==> config.mk <==
export PLATFORM = sky130hd
export DESIGN_NAME = uart_tx
export DESIGN_NICKNAME = d
export VERILOG_FILES = /design/src/rtl/uart_tx.sv
export SDC_FILE = /design/constraint.sdc
export NUM_CORES = 1
export LEC_CHECK = 0
export CORE_ASPECT_RATIO = 1.2
export CORE_UTILIZATION = 55
export CTS_CLUSTER_SIZE = 20
export DETAILED_ROUTE_END_ITERATION = 8
export MAX_ROUTING_LAYER = met4
export PLACE_DENSITY_LB_ADDON = 0.3
export SLEW_MARGIN = 20
export SYNTH_ARGS = -nofsm -noshare
export SYNTH_HDL_FRONTEND = slang
export SYNTH_SLANG_ARGS = --single-unit
==> constraint.sdc <==
create_clock -name clk -period 2.9 [get_ports clk]
set_input_delay 0.725 -clock clk [delete_from_list [all_inputs] [get_ports clk]]
set_output_delay 0.725 -clock clk [all_outputs]
set_load 0.05 [all_outputs]
==> src/rtl/uart_tx.sv <==
// 8N1 UART transmitter: start bit, 8 data bits LSB first, stop bit; all outputs registered.
// Define UART_TX_PARITY_EN to insert an even parity bit between data bit 7 and the stop bit.
module uart_tx #(
  parameter int unsigned clk_freq = 10000000,
  parameter int unsigned baudrate = 115200
) (
  input  logic       clk,
  input  logic       rst_n,
  input  logic [7:0] in_data,
  input  logic       start,
  output logic       tx,
  output logic       busy,
  output logic       done
);

  localparam int unsigned clks_per_bit = clk_freq / baudrate;
  localparam logic [24:0] LAST_CNT     = 25'(clks_per_bit - 1);

  typedef enum logic [1:0] {
    IDLE     = 2'b00,
    TX_START = 2'b01,
    TX_DATA  = 2'b10,
    TX_END   = 2'b11
  } state_t;

  state_t      state_q, state_d;
  logic [24:0] clk_count_q, clk_count_d;
  logic [3:0]  bit_index_q, bit_index_d;
  logic [7:0]  shift_q, shift_d;
  logic        tx_q, tx_d;
  logic        busy_q, busy_d;
  logic        done_q, done_d;
`ifdef UART_TX_PARITY_EN
  logic        parity_q, parity_d;
`endif

  logic bit_last;
  assign bit_last = (clk_count_q == LAST_CNT);

  always_ff @(posedge clk or negedge rst_n) begin
    if (!rst_n) begin
      state_q     <= IDLE;
      clk_count_q <= '0;
      bit_index_q <= '0;
      shift_q     <= '0;
      tx_q        <= 1'b1;
      busy_q      <= 1'b0;
      done_q      <= 1'b0;
`ifdef UART_TX_PARITY_EN
      parity_q    <= 1'b0;
`endif
    end else begin
      state_q     <= state_d;
      clk_count_q <= clk_count_d;
      bit_index_q <= bit_index_d;
      shift_q     <= shift_d;
      tx_q        <= tx_d;
      busy_q      <= busy_d;
      done_q      <= done_d;
`ifdef UART_TX_PARITY_EN
      parity_q    <= parity_d;
`endif
    end
  end

  always_comb begin
    state_d     = state_q;
    clk_count_d = clk_count_q;
    bit_index_d = bit_index_q;
    shift_d     = shift_q;
    tx_d        = tx_q;
    busy_d      = busy_q;
    done_d      = 1'b0;
`ifdef UART_TX_PARITY_EN
    parity_d    = parity_q;
`endif

    unique case (state_q)
      IDLE: begin
        tx_d        = 1'b1;
        busy_d      = 1'b0;
        clk_count_d = '0;
        bit_index_d = '0;
        if (start) begin
          shift_d = in_data;
`ifdef UART_TX_PARITY_EN
          parity_d = ^in_data;
`endif
          state_d = TX_START;
          tx_d    = 1'b0;
          busy_d  = 1'b1;
        end
      end

      TX_START: begin
        if (bit_last) begin
          clk_count_d = '0;
          bit_index_d = '0;
          state_d     = TX_DATA;
          tx_d        = shift_q[0];
        end else begin
          clk_count_d = clk_count_q + 25'd1;
        end
      end

      TX_DATA: begin
        if (bit_last) begin
          clk_count_d = '0;
          if (bit_index_q == 4'd7) begin
`ifdef UART_TX_PARITY_EN
            bit_index_d = 4'd8;
            tx_d        = parity_q;
          end else if (bit_index_q == 4'd8) begin
`endif
            state_d = TX_END;
            tx_d    = 1'b1;
          end else begin
            // The shift register keeps the bit on the line in position 0.
            bit_index_d = bit_index_q + 4'd1;
            shift_d     = {1'b0, shift_q[7:1]};
            tx_d        = shift_q[1];
          end
        end else begin
          clk_count_d = clk_count_q + 25'd1;
        end
      end

      TX_END: begin
        if (bit_last) begin
          clk_count_d = '0;
          state_d     = IDLE;
          tx_d        = 1'b1;
          busy_d      = 1'b0;
          done_d      = 1'b1;
        end else begin
          clk_count_d = clk_count_q + 25'd1;
        end
      end

      default: begin
        state_d = IDLE;
        tx_d    = 1'b1;
        busy_d  = 1'b0;
      end
    endcase
  end

  assign tx   = tx_q;
  assign busy = busy_q;
  assign done = done_q;

endmodule

Word-level counts from Yosys, hierarchy flattened:

Cells that the tools add are included.

* eq/ne operators: 11
* mux-type cells: 27
* reductions and logical operators: 10
* $add $sub $neg: 2

Operator list (number)
* 25-bit one-hot mux with 2 select lines: 1
* 25-bit by 1-bit adder with 25-bit output, second input constant: 1
* 25-bit by 7-bit == test with 1-bit output, second input constant: 1
* 25-bit two-way mux: 1
* 8-bit two-way mux: 3
* 8-bit one-hot mux with 2 select lines: 1
* 4-bit two-way mux: 3
* 2-bit != test, second input constant: 6
* 4-bit one-hot mux with 3 select lines: 1
* 2-bit two-way mux: 5
* 1-bit two-way mux: 9
* 2-bit one-hot mux with 4 select lines: 1
* 4-bit AND reduction: 2
* 5-bit AND reduction: 1
* 4-bit by 1-bit adder with 4-bit output, second input constant: 1
* 2-bit == test, second input constant: 2
* 4-bit by 3-bit == test with 1-bit output, second input constant: 1
* 1-bit one-hot mux with 4 select lines: 1
* 2-bit nonzero test: 2
* 3-bit AND reduction: 1
* 3-bit nonzero test: 1
* 3-bit OR reduction: 1
* 2-bit by 1-bit == test with 1-bit output, second input constant: 1
* 2-bit logical NOT: 1
* 2 further kinds: 2

* input port bits: 11
* bits in registers: 42
* logic and storage cells: 57
* output and inout bits: 3

Depth between registers and ports, before layout:

* word-level depth: 4
* gate-level depth with buffers: 9
* mapped depth without buffers: 7

Worst setup path after synthesis:

OpenSTA, ideal clock, no wires.

* path kind: register to register
* start point: reg state_q[0]
* end point: reg shift_q[6]
* clock period less this slack: 2035 ps
* slack: 865 ps
* required time: 2775 ps
* path buffers: 2
* cell stages (with the launch flop): 7
* data arrival time: 1910 ps
* library setup time: 125 ps
* cells stage by stage: dfrtp_1 > inv_1 > ha_1 > buf_1 > clkbuf_1 > mux2_2 > mux2_2

* cells in the longest elaborated chain, start to end: 3
* elaborated cells on any way between the ends: 8
* those cells by class: eq/ne (4); mux (1); reduce/logical (3)

Ends and longest elaborated chain
* from (decl): RTL line 26 `state_t state_q, state_d;`
* from (signal assigned): RTL line 53 `state_q <= state_d;`
* 2-bit == test / 2-bit logical NOT (equally long branches): RTL line 78 `unique case (state_q)`
* 2-bit != test (no source line) / 2-bit nonzero test (equally long branches)
* 4-bit AND reduction (no source line)
* to (signal assigned): RTL line 56 `shift_q <= shift_d;`
* to (decl): RTL line 29 `logic [7:0] shift_q, shift_d;`

Parallel ways exist; a longest one is shown, timed or not.
A chain may end at the register's enable or synchronous reset.

Worst setup path in the final report:

* start point: reg tx_q (netlist: tx)
* end point: out tx

RTL lines
* from (decl): RTL line 30 `logic tx_q, tx_d;`
* from (signal assigned): RTL line 57 `tx_q <= tx_d;`
* to (decl): RTL line 11 `output logic tx,`

No word-level cell between the ends.

==> flow_results.xml <==
<?xml version="1.0" encoding="UTF-8"?>
<metrics>
  <group name="outcome">
    <metric name="status" unit="">finished clean</metric>
  </group>
  <group name="logic_synthesis">
    <metric name="synth.largest_area_cell" unit="">dfrtp_1</metric>
    <metric name="synth.top_cell.area_share" unit="%">44.18</metric>
    <metric name="post_synth.cell_area_avg" unit="sq um">10.46</metric>
    <metric name="yosys_register_bits" unit="">42</metric>
    <metric name="dominantRegCellSynth" unit="">dfrtp_1</metric>
    <metric name="synth_sequential_area_ratio" unit="%">45.31</metric>
    <metric name="synth_cells" unit="">222</metric>
    <metric name="number_of_enable_type_register_cells_in_the_synthesized_netlist" unit="">0</metric>
    <metric name="synth-warning-count" unit="">0</metric>
    <metric name="netlist_area" unit="sq mm">0.002322</metric>
    <metric name="post_synth_main_area_contributors" unit="">dfrtp_1 44%, mux2_2 8.2%, xor2_1 5.7%, nor2_1 5.3%, ha_1 4.3%</metric>
    <metric name="synth_nets" unit="">241</metric>
    <metric name="synth_async_sr_flop_share" unit="%">100.0</metric>
    <metric name="synth.lib_cells_used.distinct" unit="">49</metric>
  </group>
  <group name="grt">
    <metric name="grt.busiest_layer" unit="">met2</metric>
    <metric name="gr-usage-met2" unit="%">39.01</metric>
    <metric name="track_usage" unit="%">23.22</metric>
    <metric name="grt_first_pass_wirelength" unit="um">7258</metric>
    <metric name="gr-usage-met3" unit="%">4.433</metric>
    <metric name="gr-total-overflow" unit="">0</metric>
    <metric name="antenna_violations_before_repair" unit="">0</metric>
    <metric name="first_global_vias" unit="">1572</metric>
    <metric name="maximum_number_of_pins_on_one_net_before_global_route_repair" unit="">43</metric>
    <metric name="groute.layer.met1.usage" unit="%">27.53</metric>
  </group>
  <group name="cts">
    <metric name="cts_made_buffers" unit="">5</metric>
    <metric name="tritoncts" unit="">built</metric>
    <metric name="cts.root.buffer_cell" unit="">clkbuf_8</metric>
    <metric name="clk_transition_reported_paths" unit="ps">70</metric>
    <metric name="ctsLongestPathBuffers" unit="">2</metric>
    <metric name="clock_tree.htree_level_count" unit="">2</metric>
    <metric name="hold_bufs_inserted_after_cts" unit="">0</metric>
    <metric name="clock_insertion_delay_worst_skew" unit="ps">290</metric>
    <metric name="post_cts_resized" unit="">0</metric>
    <metric name="postCtsSetupRepairBufs" unit="">0</metric>
    <metric name="cts_sinks" unit="">42</metric>
  </group>
  <group name="detailed_routing">
    <metric name="initialDrtViolationCount" unit="">67</metric>
    <metric name="routed-via-count" unit="">1628</metric>
    <metric name="postRouteWirelength" unit="um">4354</metric>
    <metric name="avgViaCountPerCell" unit="">5.672</metric>
    <metric name="drtPass1Iterations" unit="">4</metric>
    <metric name="total_drc_errors_in_the_routed_layout" unit="">0</metric>
    <metric name="number_of_routed_nets_with_antenna_violations" unit="">0</metric>
    <metric name="routed_wire_length_per_instance" unit="um">15.17</metric>
  </group>
  <group name="cells_and_area">
    <metric name="layout-area-overhead-vs-synth" unit="%">10.08</metric>
    <metric name="finalCoreUtilization" unit="%">63.84</metric>
    <metric name="final_design_area_no_fill" unit="sq mm">0.002556</metric>
    <metric name="drive_gt1_share" unit="%">16.74</metric>
    <metric name="layout_commonest_cell" unit="">dfrtp_1</metric>
    <metric name="most_used_cells_in_the_layout_excluding_fill_and_tap_cells" unit="">41 x dfrtp_1, 33 x nor2_1, 17 x mux2_2, 15 x xor2_1, 12 x clkdlybuf4s50_1</metric>
    <metric name="insertedDiodeCount" unit="">0</metric>
    <metric name="finalNetCount" unit="">253</metric>
  </group>
  <group name="setup_path">
    <metric name="critPathArrivalTime" unit="ps">1630</metric>
    <metric name="crit_path_cell_trace" unit="">clkdlybuf4s50_1</metric>
    <metric name="critical_path_required" unit="ps">2170</metric>
    <metric name="critical_path_peak_fanout" unit="">2</metric>
    <metric name="slowest_stage" unit="">clkdlybuf4s50_1</metric>
    <metric name="timing.setup.critical_path_class" unit="">reg -&gt; out</metric>
    <metric name="cp_slowest_stage_delay" unit="ps">810</metric>
    <metric name="gate_family_responsible_for_the_most_delay_along_the_worst_path" unit="">buffers and inverters</metric>
    <metric name="worst_setup_path_start_kind" unit="">flip-flop</metric>
    <metric name="crit_buf_inv" unit="">1</metric>
    <metric name="worstSetupEndpointType" unit="">primary output</metric>
  </group>
  <group name="die">
    <metric name="chipWidth" unit="um">61.32</metric>
    <metric name="fp.coreArea" unit="sq mm">0.004004</metric>
    <metric name="start_util" unit="%">58.00</metric>
    <metric name="num_rows" unit="">25</metric>
    <metric name="area_of_the_die" unit="sq mm">0.004487</metric>
    <metric name="pin_count" unit="">14</metric>
    <metric name="dieHeight" unit="um">73.18</metric>
  </group>
  <group name="power">
    <metric name="leakagePower" unit="nW">1.107</metric>
    <metric name="p_per_area" unit="mW/mm^2">773.8</metric>
    <metric name="power.ir.vdd_worst" unit="mV">0.3006</metric>
  </group>
  <group name="place">
    <metric name="portBuffers" unit="">13</metric>
    <metric name="dp.final_hpwl" unit="um">3129</metric>
    <metric name="postPlaceCellArea" unit="sq mm">0.002474</metric>
    <metric name="finalWeightedCongestion" unit="">0.7906</metric>
  </group>
  <group name="timing">
    <metric name="measured_slew_at_the_worst_slew_check_pin" unit="ps">918.3</metric>
    <metric name="worst_slew_margin_rel" unit="%">38.78</metric>
    <metric name="accumulated_negative_setup_slack" unit="ps">0</metric>
    <metric name="number_of_failing_hold_endpoints_at_the_final_stage" unit="">0</metric>
    <metric name="post-route-min-period" unit="ps">2359</metric>
    <metric name="whs" unit="ps">507.1</metric>
    <metric name="unrepaired_setup_endpoints_after_global_routing" unit="">false</metric>
    <metric name="skew" unit="ps">6.846</metric>
    <metric name="period_share" unit="%">81.36</metric>
    <metric name="max_freq" unit="MHz">423.8</metric>
    <metric name="final-setup-viol-count" unit="">0</metric>
    <metric name="slew_violations" unit="">0</metric>
  </group>
  <group name="run">
    <metric name="drv_cap" unit="">0</metric>
  </group>
  <group name="hold_path">
    <metric name="worstHoldPathType" unit="">reg -&gt; reg</metric>
  </group>
</metrics>
## routing by layer
| layer | vias to the layer above | share of wire, % |
|---|---|---|
| met4 | 0 | 1.5 |
| met3 | 5 | 2.0 |
| met1 | 803 | 44 |
| met2 | 19 | 52 |
| met5 | - | 0 |
| li1 | 801 | - |
## power by group
part           leakage, nW  internal [W]  switching [W]
clock network       0.0431      0.000184       0.000190
logic                0.509      0.000371       0.000428
registers            0.555      0.000711      0.0000946
## worst reg2reg max path, delay by kind of cell (launching register included)
kind | cells | cell delay (ps)
AND/OR/NAND/NOR | 1 | 160
AO/OA/AOI/OAI | 1 | 390
flip-flops | 1 | 420
buffers and inverters | 1 | 110
multiplexers | 1 | 390
adder cells (fa/ha/maj) | 1 | 690
## per-stage QoR
stage / instances / power [W] / worst slack [ps]
3_5_place_dp: 281 / 0.001629 / 506.1
6_report: 287 / 0.001978 / 540.5
3_3_place_gp: 281 / 0.001597 / 554.1
4_1_cts: 287 / 0.002000 / 520.3
2_1_floorplan: 222 / 0.001458 / 865.4
5_1_grt: 287 / 0.002109 / 455.7
## sequential cells by signal (all words and copies together), names as in the netlist
register,count
clk_count_q,25
done,1
busy,1
shift_q,8
bit_index_q,4
tx,1
state_q,2
## synth_stat cells, types with 5 or more instances
cell type  number
dfrtp_1        41
nor2_1         33
mux2_2         17
xor2_1         15
nand4_1        11
nand2_1        10
nand3_1         9
ha_1            8
inv_1           8
xnor2_1         8
nor4_1          6
nor3_1          5
## path summary, 6_finish.rpt
kind | from | to | slack, ps | depth (start not counted)
worst max-delay path | tx | tx | 540 | 1
worst min-delay path | shift_q[7] | shift_q[7] | 510 | 1
worst max register to register | state_q[0] | shift_q[6] | 620 | 5
min in group asynchronous | rst_n | clk_count_q[5] | 570 | 1
max in group asynchronous | rst_n | clk_count_q[15] | 1760 | 1
worst min register to register | shift_q[7] | shift_q[7] | 510 | 1
## cell type report
cell class | instances | area, sq um
Inverter | 8 | 30.03
Sequential cell | 42 | 1052
Timing Repair Buffer | 13 | 125.1
Multi-Input combinational cell | 164 | 1199
Tap cell | 54 | 67.56
Clock buffer | 6 | 82.58
Fill cell | 347 | 1448
## kinds of logic after synthesis
group | count (synthesis) | synth area share [%]
and+or+nand+nor | 100 | 24.35
DFF | 42 | 45.31
xor gates and xnor gates | 23 | 8.675
muxes | 18 | 8.674
buffers and inverters | 16 | 3.071
AOI/OAI and AO/OA | 15 | 5.604
adders and majority gates | 8 | 4.311
No activity file was read; power rests on OpenSTA's default activity.
